==> src/rtl/spi_frame_master.sv <==
// spi_frame_master: turns one parallel request into one SPI mode-0 frame
// (4-bit command, then 0..24 payload bits, MSB first).
// DIV sets the SCLK half-period in clk cycles (1..255).
// Optional build macro SPI_FRAME_MASTER_SKID_EN adds a one-entry request
// buffer, so the next frame can start straight out of GUARD.
module spi_frame_master #(
  parameter int DIV = 2
) (
  input  logic        clk,
  input  logic        reset,
  input  logic        i_valid,
  output logic        o_ready,
  input  logic [3:0]  i_cmd,
  input  logic [23:0] i_data,
  input  logic [4:0]  i_len,
  output logic        o_csb,
  output logic        o_sclk,
  output logic        o_mosi,
  output logic        o_busy,
  output logic        o_done
);

  typedef enum logic [2:0] {
    ST_IDLE,
    ST_LEAD,
    ST_HIGH,
    ST_LOW,
    ST_TAIL,
    ST_GUARD
  } state_t;

  localparam logic [7:0] HP_LAST = 8'(DIV - 1);

  state_t      state_reg;
  logic [7:0]  hp_cnt_reg;
  logic [4:0]  bit_cnt_reg;
  logic [4:0]  frame_bits_reg;
  logic [27:0] shift_reg;
  logic        csb_reg;
  logic        sclk_reg;
  logic        busy_reg;
  logic        done_reg;
  logic        ready_reg;

  logic [4:0]  in_len;
  logic [27:0] in_word;
  logic [4:0]  in_bits;
  logic        accept;
  logic        hp_last;
  logic        guard_exit;
  logic        start;
  logic [27:0] start_word;
  logic [4:0]  start_bits;
  logic        ready_next;

  // Clamp the payload length and left-justify the request into a frame word
  always_comb begin
    in_len  = (i_len > 5'd24) ? 5'd24 : i_len;
    in_word = {i_cmd, i_data << (5'd24 - in_len)};
    in_bits = in_len + 5'd4;
  end

  assign accept     = i_valid & ready_reg;
  assign hp_last    = (hp_cnt_reg == HP_LAST);
  assign guard_exit = (state_reg == ST_GUARD) & hp_last;

`ifdef SPI_FRAME_MASTER_SKID_EN
  logic        buf_valid_reg;
  logic [27:0] buf_word_reg;
  logic [4:0]  buf_bits_reg;
  logic        buf_load;
  logic        buf_take;

  // A buffered frame always has priority at GUARD exit; a fresh request
  // goes straight to the sequencer only when nothing is waiting.
  assign buf_take   = guard_exit & buf_valid_reg;
  assign buf_load   = accept & (state_reg != ST_IDLE) & ~guard_exit;
  assign start      = buf_take | (accept & ((state_reg == ST_IDLE) | guard_exit));
  assign start_word = buf_take ? buf_word_reg : in_word;
  assign start_bits = buf_take ? buf_bits_reg : in_bits;
  assign ready_next = ~(buf_load | (buf_valid_reg & ~buf_take));

  // One-entry holding buffer for a request accepted while a frame is running
  always_ff @(posedge clk) begin
    if (reset) begin
      buf_valid_reg <= 1'b0;
      buf_word_reg  <= '0;
      buf_bits_reg  <= '0;
    end else if (buf_load) begin
      buf_valid_reg <= 1'b1;
      buf_word_reg  <= in_word;
      buf_bits_reg  <= in_bits;
    end else if (buf_take) begin
      buf_valid_reg <= 1'b0;
    end
  end
`else
  assign start      = accept & (state_reg == ST_IDLE);
  assign start_word = in_word;
  assign start_bits = in_bits;
  assign ready_next = ((state_reg == ST_IDLE) & ~accept) | guard_exit;
`endif

  // Frame sequencer: phase timing, bit counting and the registered SPI pins
  always_ff @(posedge clk) begin
    if (reset) begin
      state_reg      <= ST_IDLE;
      hp_cnt_reg     <= '0;
      bit_cnt_reg    <= '0;
      frame_bits_reg <= '0;
      shift_reg      <= '0;
      csb_reg        <= 1'b1;
      sclk_reg       <= 1'b0;
      busy_reg       <= 1'b0;
      done_reg       <= 1'b0;
      ready_reg      <= 1'b1;
    end else begin
      done_reg  <= 1'b0;
      ready_reg <= ready_next;
      if (state_reg != ST_IDLE) begin
        hp_cnt_reg <= hp_last ? 8'd0 : hp_cnt_reg + 8'd1;
      end
      case (state_reg)
        ST_IDLE: begin
          if (start) begin
            state_reg      <= ST_LEAD;
            bit_cnt_reg    <= 5'd1;
            frame_bits_reg <= start_bits;
            shift_reg      <= start_word;
            csb_reg        <= 1'b0;
            sclk_reg       <= 1'b0;
            busy_reg       <= 1'b1;
          end
        end
        ST_LEAD: begin
          if (hp_last) begin
            state_reg <= ST_HIGH;
            sclk_reg  <= 1'b1;
          end
        end
        ST_HIGH: begin
          if (hp_last) begin
            sclk_reg <= 1'b0;
            if (bit_cnt_reg == frame_bits_reg) begin
              state_reg <= ST_TAIL;
            end else begin
              state_reg   <= ST_LOW;
              shift_reg   <= {shift_reg[26:0], 1'b0};
              bit_cnt_reg <= bit_cnt_reg + 5'd1;
            end
          end
        end
        ST_LOW: begin
          if (hp_last) begin
            state_reg <= ST_HIGH;
            sclk_reg  <= 1'b1;
          end
        end
        ST_TAIL: begin
          if (hp_last) begin
            state_reg <= ST_GUARD;
            csb_reg   <= 1'b1;
            shift_reg <= '0;
          end
        end
        ST_GUARD: begin
          if (hp_last) begin
            done_reg <= 1'b1;
            if (start) begin
              state_reg      <= ST_LEAD;
              bit_cnt_reg    <= 5'd1;
              frame_bits_reg <= start_bits;
              shift_reg      <= start_word;
              csb_reg        <= 1'b0;
            end else begin
              state_reg <= ST_IDLE;
              busy_reg  <= 1'b0;
            end
          end
        end
        default: begin
          state_reg <= ST_IDLE;
          csb_reg   <= 1'b1;
          sclk_reg  <= 1'b0;
          shift_reg <= '0;
          busy_reg  <= 1'b0;
        end
      endcase
    end
  end

  assign o_ready = ready_reg;
  assign o_csb   = csb_reg;
  assign o_sclk  = sclk_reg;
  assign o_mosi  = shift_reg[27];
  assign o_busy  = busy_reg;
  assign o_done  = done_reg;

endmodule

==> config.mk <==
export PLATFORM = sky130hd
export DESIGN_NAME = spi_frame_master
export DESIGN_NICKNAME = d
export VERILOG_FILES = /design/src/rtl/spi_frame_master.sv
export SDC_FILE = /design/constraint.sdc
export NUM_CORES = 1
export LEC_CHECK = 0
export BUFFER_PORTS_ARGS = -buffer_cell sky130_fd_sc_hd__buf_2
export CAP_MARGIN = 20
export CORE_ASPECT_RATIO = 2
export CORE_MARGIN = 2
export CORE_UTILIZATION = 54
export CTS_CLUSTER_SIZE = 14
export DETAILED_ROUTE_END_ITERATION = 7
export PLACE_DENSITY = 0.77
export SYNTH_ARGS = -nofsm -noshare
export SYNTH_HDL_FRONTEND = slang
export SYNTH_SLANG_ARGS = --single-unit
==> constraint.sdc <==
create_clock -name clk -period 2.7 [get_ports clk]
set_clock_uncertainty 0.05 [all_clocks]
set_input_delay 0.27 -clock clk [delete_from_list [all_inputs] [get_ports clk]]
set_output_delay 0.27 -clock clk [all_outputs]
set_load 0.03 [all_outputs]
==> run_results.csv <==
group,metric,value,unit
synthesis,yosys_warnings,0,
clock_tree,clkTransAtPathRegs,70,ps
clock_tree,clock_sinks,54,
status,outcome,"complete, no violations",
place,dpl.hpwl,8.12,mm
synthesis,yosysMostFrequentCell,"nor2_1",
clock_tree,clk_latency,300,ps
clock_tree,cts_max_path_buffers,2,
worst_setup_path,worstPathRequired,2860,ps
pwr,p_leak,1.80,nW
hold_path,hold_path.startpoint,"i_cmd[0]",
cells_and_area,area_growth,14.9,%
synthesis,synth_seq_cells,54,
synthesis,synthCells,443,
synthesis,yosys.area.top_type_share,0.278,
drt,ant_nets,0,
place,postPlaceCellArea,4310,µm²
hold_path,hold_path_depth,3,
synthesis,synth-edff-count,0,
sta,setup_viol,0,
synthesis,synthesis.nets,485,
global_route,grt_pass1_vias,3651,
worst_setup_path,worst_setup_path_start_kind,"input pin",
floorplan,die_w,64.0,µm
worst_setup_path,r2r_start,"hp_cnt_reg[0]$_SDFFE_PP0N_",
hold_path,worstHoldEndpoint,"shift_reg[24]$_SDFFE_PP0P_",
floorplan,dieArea,7930,µm²
place,globalplace.congestion,1.01,
worst_setup_path,cp.arrival,2670,ps
synthesis,synth_cell_types,67,
global_route,overflow,0,
worst_setup_path,rr_worst_depth,9,
sta,min_period,2510,ps
worst_setup_path,worst-path-max-fanout,6,
global_route,antenna_found_initial,0,
floorplan,placement_rows,43,
clock_tree,post_cts_buffers,0,
drt,wl_per_cell,17.9,µm
synthesis,yosys.area_share.xor_xnor,0.0519,
drt,vias,3691,
worst_setup_path,crit_path_end_kind,"flip-flop",
drt,viasPerCell,6.28,
worst_setup_path,r2r_end,"shift_reg[26]$_SDFFE_PP0P_",
global_route,grt_max_degree,28,
clock_tree,cts-hold-fix-buffers,0,
sta,rsz0062_at_grt,"false",
sta,worstMarginPinSlew,566,ps
cells_and_area,drive_gt1_frac,0.233,
drt,first_pass_iters,4,
clock_tree,post_cts_resized,0,
cells_and_area,largest_reg_flops,28,
synthesis,synth_ff_type,"dfxtp_1",
floorplan,die_h,124,µm
worst_setup_path,crit_path_start,"i_len[0]",
cells_and_area,finalNetCount,539,
floorplan,num_io_pins,42,
floorplan,initial_core_util,0.560,
floorplan,core-area,6940,µm²
worst_setup_path,r2r_slack,270,ps
cells_and_area,finalInstanceArea,4460,µm²
clock_tree,numCtsBuffers,5,
global_route,grt_usage,0.275,
synthesis,synth_top_area_cell,"dfxtp_1",
hold_path,hp-class,"in -> reg",
synthesis,ys_seq_area_frac,0.278,
synthesis,ys_top_cells_by_area,"dfxtp_1, mux2i_1, nor2_1, mux4_2, mux4_1",
sta,slew_headroom,0.623,
drt,first_iter_violations,250,
cells_and_area,antennaDiodeCount,0,
sta,hold_viol_final,0,
worst_setup_path,crit_type,"in -> reg",
synthesis,synthSimpleGateAreaFrac,0.188,
synthesis,synth_top_family_by_area,"compound AO/OA/AOI/OAI gates",
place,portBuffers,41,
drt,routed_wl,10.5,mm
synthesis,synth_common_cells,"nor2_1, dfxtp_1, nand2_1, mux2i_1, nor3_1",
pwr,peakVddDrop,0.262,mV
clock_tree,h-tree-depth,2,
synthesis,synth_mux_area_frac,0.191,
pwr,powerDensity,596,nW/µm²
job,max-cap-violations,0,
synthesis,avgSynthCellArea,8.77,µm²
drt,post-route-drc-count,0,
synthesis,netlist_area,3880,µm²
global_route,grt_pass1_wl,17.2,mm
clock_tree,cts_root_buf,"clkbuf_16",
sta,drv_slew,0,
clock_tree,cts_tree,"built",
synthesis,synth_compound_area_frac,0.215,
sta,hold_slack,227,ps
sta,fmax,0.399,GHz
sta,fin_crit_sh,0.929,
synthesis,synth_fa_ha_area_frac,0.0193,
synthesis,ys_async_sr_fraction,0,
-- power breakdown --
group / internal [mW] / switching [mW] / total (mW)
Sequential: 0.891 / 0.0714 / 0.962
Clock: 0.344 / 0.297 / 0.641
Combinational: 0.456 / 0.600 / 1.06
Total: 1.69 / 0.968 / 2.66
-- cells in the final DEF, fill, tap and decap left out, types with 5 or more instances in the layout --
cell / n
buf_2: 41
a221oi_1: 12
xor2_1: 14
nand2b_1: 5
inv_1: 6
mux4_2: 9
clkbuf_16: 5
nor3_1: 27
mux4_1: 6
dfxtp_1: 54
o21ai_0: 11
o211ai_1: 6
a21oi_1: 21
nand2_1: 38
mux2i_1: 32
a211oi_1: 20
buf_4: 39
ha_1: 6
nor2_1: 58
nand3_1: 8
-- metrics by stage --
step	worst slack [ps]	instances	total power [mW]	util	setup TNS (ps)
after floorplan	3.13	443	1.70	-	0
after global placement	-3.24	580	2.00	0.622	-3.24
after detailed placement	-28.4	580	2.02	0.622	-28.4
after CTS	230	588	2.65	0.643	0
after global routing	2.38	588	2.79	0.643	0
final	192	588	2.66	0.643	0
-- routing by layer --
layer,track usage,routed length (µm),part of all wire,up-vias
li1,-,-,-,1780
met1,0.273,3750,0.36,1756
met2,0.548,6000,0.57,127
met3,0.0343,408,0.039,28
met4,0.126,382,0.036,0
met5,0,0,0,-
-- logic make-up after synthesis --
family	Yosys count
compound gates	110
xor+xnor	20
mux	52
buf+inv	40
simple gates	161
flops	54
fa+ha+maj	6
-- how the worst max path moves through the flow --
stage / end / slack, ps / cells after the start
2_1_floorplan: shift_reg[18]$_SDFFE_PP0P_ / 3 / 12
6_report: shift_reg[23]$_SDFFE_PP0P_ / 190 / 11
3_5_place_dp: shift_reg[23]$_SDFFE_PP0P_ / -30 / 11
5_1_grt: shift_reg[27]$_SDFFE_PP0P_ / 2 / 9
3_3_place_gp: shift_reg[23]$_SDFFE_PP0P_ / -3 / 11
4_1_cts: shift_reg[25]$_SDFFE_PP0P_ / 230 / 9
-- worst max-delay path: stages --
cell,delay (ps)
buf_2,110
a21boi_4,130
inv_1,90
ha_1,320
buf_4,200
nor3b_1,50
a31oi_1,330
and2_0,320
o21ai_0,260
a211o_1,340
a311oi_1,230
-- final cells by class --
| class | count | area, µm² |
|---|---|---|
| Tap cell | 90 | 113 |
| Multi-Input combinational cell | 349 | 2590 |
| Fill cell | 627 | 2480 |
| Clock buffer | 5 | 125 |
| Timing Repair Buffer | 80 | 498 |
| Sequential cell | 54 | 1080 |
| Inverter | 7 | 31.3 |
| Clock inverter | 3 | 21.3 |
(Power assumes the default switching activity.)
